$ cat config.mk
export PLATFORM = sky130hd
export DESIGN_NAME = mbr_fetch_unit_flat
export DESIGN_NICKNAME = d
export VERILOG_FILES = /design/src/rtl/mbr_fetch_unit_if.sv /design/src/rtl/mbr_fetch_unit.sv /design/src/flat_wrapper.sv
export SDC_FILE = /design/constraint.sdc
export NUM_CORES = 1
export LEC_CHECK = 0
export CAP_MARGIN = 20
export CORE_MARGIN = 2
export CORE_UTILIZATION = 42
export DETAILED_ROUTE_END_ITERATION = 10
export MAX_ROUTING_LAYER = met4
export PLACE_DENSITY = 0.84
export SKIP_CTS_REPAIR_TIMING = 1
export SYNTH_ARGS = -nofsm -noshare
export SYNTH_HDL_FRONTEND = slang
export SYNTH_SLANG_ARGS = --single-unit
$ cat constraint.sdc
create_clock -name clk -period 1.8 [get_ports clk]
set_clock_uncertainty 0.15 [all_clocks]
set_input_delay 0.27 -clock clk [delete_from_list [all_inputs] [get_ports clk]]
set_output_delay 0.27 -clock clk [all_outputs]
set_load 0.1 [all_outputs]
$ cat src/rtl/mbr_fetch_unit_if.sv
// Byte-read memory handshake between the MBR fetch stage (master) and memory (slave).
interface mbr_fetch_unit_if #(
  parameter int ADDR_W = 32
);
  logic              mem_req;
  logic [ADDR_W-1:0] mem_addr;
  logic              mem_ack;
  logic [7:0]        mem_data;

  modport master (
    output mem_req,
    output mem_addr,
    input  mem_ack,
    input  mem_data
  );

  modport slave (
    input  mem_req,
    input  mem_addr,
    output mem_ack,
    output mem_data
  );
endinterface

$ cat src/rtl/mbr_fetch_unit.sv
// Instruction-byte fetch stage: issues byte reads for MIR fetch requests, loads MBR,
// queues one extra request, and stalls the sequencer while anything is outstanding.
module mbr_fetch_unit #(
  parameter int ADDR_W         = 32,
  parameter int TIMEOUT_CYCLES = 16
) (
  input  logic              clk,
  input  logic              rst,
  input  logic              fetch_i,
  input  logic [ADDR_W-1:0] pc_i,
  mbr_fetch_unit_if.master  mem,
  output logic [7:0]        mbr_o,
  output logic [31:0]       mbru_o,
  output logic [31:0]       mbrs_o,
  output logic              mbr_valid_o,
  output logic              stall_o,
  output logic              err_ovf_o,
  output logic              err_tmo_o
);

  localparam logic [0:0] S_IDLE = 1'b0;
  localparam logic [0:0] S_BUSY = 1'b1;

  localparam int CNT_W = (TIMEOUT_CYCLES > 1) ? $clog2(TIMEOUT_CYCLES) : 1;

  logic [0:0]        state_q, state_d;
  logic [ADDR_W-1:0] addr_q, addr_d;
  logic [7:0]        mbr_q, mbr_d;
  logic              mbr_valid_q, mbr_valid_d;
  logic              pend_valid_q, pend_valid_d;
  logic [ADDR_W-1:0] pend_addr_q, pend_addr_d;
  logic [CNT_W-1:0]  cnt_q, cnt_d;
  logic              err_ovf_q, err_ovf_d;
  logic              err_tmo_q, err_tmo_d;
  logic              tmo_hit;

  // Abort fires on the edge where the counter already sits at T-1 and ack is still absent.
  assign tmo_hit = (TIMEOUT_CYCLES != 0) && (cnt_q == CNT_W'(TIMEOUT_CYCLES - 1));

  always_comb begin
    // NOTE: every next-state variable takes its current value first so no path infers a latch.
    state_d      = state_q;
    addr_d       = addr_q;
    mbr_d        = mbr_q;
    mbr_valid_d  = mbr_valid_q;
    pend_valid_d = pend_valid_q;
    pend_addr_d  = pend_addr_q;
    cnt_d        = cnt_q;
    err_ovf_d    = err_ovf_q;
    err_tmo_d    = err_tmo_q;

    if (state_q == S_IDLE) begin
      if (fetch_i) begin
        state_d     = S_BUSY;
        addr_d      = pc_i;
        mbr_valid_d = 1'b0;
        cnt_d       = '0;
      end
    end else if (mem.mem_ack) begin
      mbr_d = mem.mem_data;
      cnt_d = '0;
      if (pend_valid_q) begin
        addr_d       = pend_addr_q;
        pend_valid_d = fetch_i;
        if (fetch_i) pend_addr_d = pc_i;
      end else if (fetch_i) begin
        addr_d = pc_i;
      end else begin
        state_d     = S_IDLE;
        mbr_valid_d = 1'b1;
      end
    end else if (tmo_hit) begin
      // A fetch arriving in the abort cycle is deliberately dropped along with the slot.
      state_d      = S_IDLE;
      pend_valid_d = 1'b0;
      mbr_valid_d  = 1'b0;
      err_tmo_d    = 1'b1;
      cnt_d        = '0;
    end else begin
      cnt_d = cnt_q + 1'b1;
      if (fetch_i) begin
        if (!pend_valid_q) begin
          pend_valid_d = 1'b1;
          pend_addr_d  = pc_i;
        end else begin
          err_ovf_d = 1'b1;
        end
      end
    end
  end

  always_ff @(posedge clk) begin
    // NOTE: reset is synchronous and clears every register, so rst dominates all inputs.
    if (rst) begin
      state_q      <= S_IDLE;
      addr_q       <= '0;
      mbr_q        <= '0;
      mbr_valid_q  <= 1'b0;
      pend_valid_q <= 1'b0;
      pend_addr_q  <= '0;
      cnt_q        <= '0;
      err_ovf_q    <= 1'b0;
      err_tmo_q    <= 1'b0;
    end else begin
      // NOTE: non-blocking assignments keep all registers updating together on the edge.
      state_q      <= state_d;
      addr_q       <= addr_d;
      mbr_q        <= mbr_d;
      mbr_valid_q  <= mbr_valid_d;
      pend_valid_q <= pend_valid_d;
      pend_addr_q  <= pend_addr_d;
      cnt_q        <= cnt_d;
      err_ovf_q    <= err_ovf_d;
      err_tmo_q    <= err_tmo_d;
    end
  end

  assign mem.mem_req  = (state_q == S_BUSY);
  assign mem.mem_addr = addr_q;
  assign mbr_o        = mbr_q;
  assign mbru_o       = {24'b0, mbr_q};
  assign mbrs_o       = {{24{mbr_q[7]}}, mbr_q};
  assign mbr_valid_o  = mbr_valid_q;
  assign stall_o      = (state_q == S_BUSY) || pend_valid_q;
  assign err_ovf_o    = err_ovf_q;
  assign err_tmo_o    = err_tmo_q;

endmodule
$ cat src/flat_wrapper.sv
// flat-port wrapper written by rule: the top's interface ports become plain ports
module mbr_fetch_unit_flat 
#(
  parameter int ADDR_W         = 32,
  parameter int TIMEOUT_CYCLES = 16
)
  (clk, rst, fetch_i, pc_i, mbr_o, mbru_o, mbrs_o, mbr_valid_o, stall_o, err_ovf_o, err_tmo_o, mem_mem_req, mem_mem_addr, mem_mem_ack, mem_mem_data);
  mbr_fetch_unit_if #(.ADDR_W(ADDR_W)) mem_i ();
  input  logic clk;
  input  logic rst;
  input  logic fetch_i;
  input  logic [ADDR_W-1:0] pc_i;
  output logic [7:0] mbr_o;
  output logic [31:0] mbru_o;
  output logic [31:0] mbrs_o;
  output logic mbr_valid_o;
  output logic stall_o;
  output logic err_ovf_o;
  output logic err_tmo_o;
  output wire logic [$bits(mem_i.mem_req)-1:0] mem_mem_req;
  output wire logic [$bits(mem_i.mem_addr)-1:0] mem_mem_addr;
  input wire logic [$bits(mem_i.mem_ack)-1:0] mem_mem_ack;
  input wire logic [$bits(mem_i.mem_data)-1:0] mem_mem_data;
  assign mem_mem_req = mem_i.mem_req;
  assign mem_mem_addr = mem_i.mem_addr;
  assign mem_i.mem_ack = mem_mem_ack;
  assign mem_i.mem_data = mem_mem_data;
  mbr_fetch_unit #(.ADDR_W(ADDR_W), .TIMEOUT_CYCLES(TIMEOUT_CYCLES)) u_core (.clk(clk), .rst(rst), .fetch_i(fetch_i), .pc_i(pc_i), .mem(mem_i), .mbr_o(mbr_o), .mbru_o(mbru_o), .mbrs_o(mbrs_o), .mbr_valid_o(mbr_valid_o), .stall_o(stall_o), .err_ovf_o(err_ovf_o), .err_tmo_o(err_tmo_o));
endmodule
==> impl_metrics.tcl <==
set metrics [dict create \
    synth_edf_count 0 \
    whs_ns 0.183 \
    synthArstFlopShare_pct 0 \
    die_area_sq_um 11700 \
    crit_type "register to register" \
    yosysTopAreaCell "dfxtp_1" \
    syn_avg_cell_area_sq_um 8.28 \
    dr.pass1.iters 4 \
    start_util_pct 43.6 \
    critPathTopFamily "compound AO/OA/AOI/OAI gates" \
    setup_ws_ns -0.0868 \
    numCtsBuffers 9 \
    cts_buffer_depth 2 \
    final_cells 763 \
    io_pins 153 \
    arrival_ns 2.02 \
    place_area_sq_um 6460 \
    area_growth_pct 48.9 \
    clkSinkCount 81 \
    pre_cts_ws_ns -0.0939 \
    r2r_setup_slack_ns -0.09 \
    tritoncts "done" \
    clk_pin_slew_ns 0.08 \
    die-height_um 108 \
    groute.usage.overall_pct 21.8 \
    rows 37 \
    synth_cells 549 \
    cp_slowest_cell "a2111oi_4" \
    hp-class "input port to register" \
    ff2ff_path_depth 6 \
    grt_pass1_vias 4191 \
    cp-end-kind "register" \
    vias_per_cell 5.44 \
    cp_data_required_time_ns 1.93 \
    synth_top_area_share_pct 35.7 \
    drtIter0Drc 294 \
    max_freq_mhz 530 \
    ant_nets 0 \
    wl_per_cell_um 16.7 \
    final_hold_viol_count 0 \
    fp.dieW_um 108 \
    grt_max_degree 114 \
    io_buffers 128 \
    synth_flop_cell "dfxtp_1" \
    final_cell_area_sq_um 6770 \
    antenna_cells 0 \
    grt_overflow 0 \
    drv_slew 0 \
    synthTopCellsByArea "dfxtp_1 (36%), buf_4 (11%), nand2b_1 (8.8%), mux2i_1 (7.3%), o211ai_1 (5.3%)" \
    crit_cells 6 \
    grt_pass1_wl_um 19900 \
    cap_viol_max_count 0 \
    dp_hpwl_um 8410 \
    post-route-drc-count 0 \
    totalNegativeSetupSlack_ns -1.39 \
    insertion_delay_ns 0.35 \
    ys_seq_area_share_pct 35.7 \
    crit_fanout 8 \
    fin_crit_ns 1.89 \
    wl_um 12700 \
    status "finished, violations left" \
    drive_gt1_share_pct 23.4 \
    cts_root_buf "clkbuf_8" \
    peakVddDrop_mv 0.434 \
    cpPeakStageDelay_ns 0.37 \
    setup_viol 26 \
    failed_checks "setup timing" \
    antenna_found_initial 0 \
    period_share_pct 105 \
    synth.ff_latch_count 81 \
    rsz0062_at_grt "true" \
    yosysUniqueCellTypes 34 \
    nets 669 \
    htree_levels 3 \
    power.leakage_nw 2.56 \
    worst_setup_path_start_kind "register" \
    route.vias.total 4152 \
    hold_depth 3 \
    place_inst 743 \
    ys_warn_count 0 \
    synth_area_sq_um 4550 \
    routabilityCongestion 0.803 \
    path_cells "ha_4 -> and3_4 -> a2111oi_4 -> buf_6 -> clkbuf_16 -> mux2i_2" \
    design.core.area_sq_um 10400 \
    cp_num_buf_inv 2 \
    power_density_nw_per_um2 774 \
]
[Yosys cell counts, types with 2 or more instances]
cell type	number
nand2_1	51
o211ai_1	32
nand3_1	2
ha_1	2
buf_4	64
buf_6	3
clkbuf_1	43
a221oi_1	3
nor2b_1	34
and3_1	32
a21oi_1	12
o21ai_0	34
a31oi_1	33
dfxtp_1	81
nor2_1	6
inv_2	2
mux2i_1	33
nand2b_1	64
inv_1	3
[per-layer routing]
metal	vias to the layer above	share of wire (%)	track usage [%]
met4	0	2.3	9.62
met1	1974	41	25.6
met5	-	0	-
li1	1940	-	-
met3	28	8.2	5.36
met2	210	49	35.5
[report_power, final]
part	internal [mW]	switching, mW	total, mW
clock	0.756	0.668	1.42
combinational	0.604	1.24	1.84
sequential	1.87	0.0995	1.97
[worst paths after layout]
| path | endpoint | start |
|---|---|---|
| max | u_core.pend_addr_q[26]$_SDFFE_PP0P_ | u_core.cnt_q[0]$_SDFFE_PP0P_ |
| min | u_core.mem.mem_req$_SDFF_PP0_ | fetch_i |
| max reg2reg | u_core.pend_addr_q[26]$_SDFFE_PP0P_ | u_core.cnt_q[0]$_SDFFE_PP0P_ |
| min reg2reg | u_core.pend_addr_q[17]$_SDFFE_PP0P_ | u_core.pend_addr_q[17]$_SDFFE_PP0P_ |
[per-stage QoR]
stage               power [mW]  util, %
floorplan                 3.27        -
global placement          3.80     62.0
detailed placement        3.83     62.0
CTS                       5.24     64.0
global route              5.41     65.0
finish                    5.24     65.0
[state kept, by name (all words and copies together) (netlist names), 4 cells and up]
name,count
u_core.mem.mem_addr,32
u_core.pend_addr_q,32
u_core.mbr_o,8
u_core.cnt_q,4
[placed cells by master, fill, tap and decap left out, types with 10 or more instances in the layout]
| master | count |
|---|---|
| and3_1 | 32 |
| buf_12 | 91 |
| dfxtp_2 | 10 |
| a21oi_1 | 11 |
| nand2_1 | 50 |
| dfxtp_1 | 70 |
| mux2i_1 | 31 |
| buf_4 | 16 |
| o211ai_1 | 32 |
| nor2b_1 | 33 |
| a31oi_1 | 33 |
| o21ai_0 | 34 |
| conb_1 | 24 |
| nand2b_1 | 64 |
| clkbuf_8 | 10 |
| clkdlybuf4s50_1 | 40 |
[kinds of logic (layout without fill, tap and decap cells)]
group / Yosys count / count (layout) / share of synthesized area, %
multiplexers: 33 / 33 / 7.27
flip-flops: 81 / 81 / 35.7
other: 1 / 24 / 0.0825
adder cells (fa/ha/maj): 2 / 2 / 0.550
AO/OA/AOI/OAI: 120 / 120 / 17.1
AND/OR/NAND/NOR: 195 / 195 / 23.8
buffers and inverters: 117 / 172 / 15.5
[cell type report]
cell class | instances | area (sq um)
clock buffer | 13 | 170
clock inverter | 2 | 35.0
fill | 832 | 3650
inverter | 5 | 18.8
multi-input combinational | 374 | 2340
sequential | 81 | 1640
tap | 136 | 170
timing repair buffer | 152 | 2390
[tightest hold or removal path, delay by kind of cell]
family          cells  cell delay (ns)
buf+inv             2             0.25
compound gates      1             0.11
Note: power is estimated with default switching activity, not from simulation.
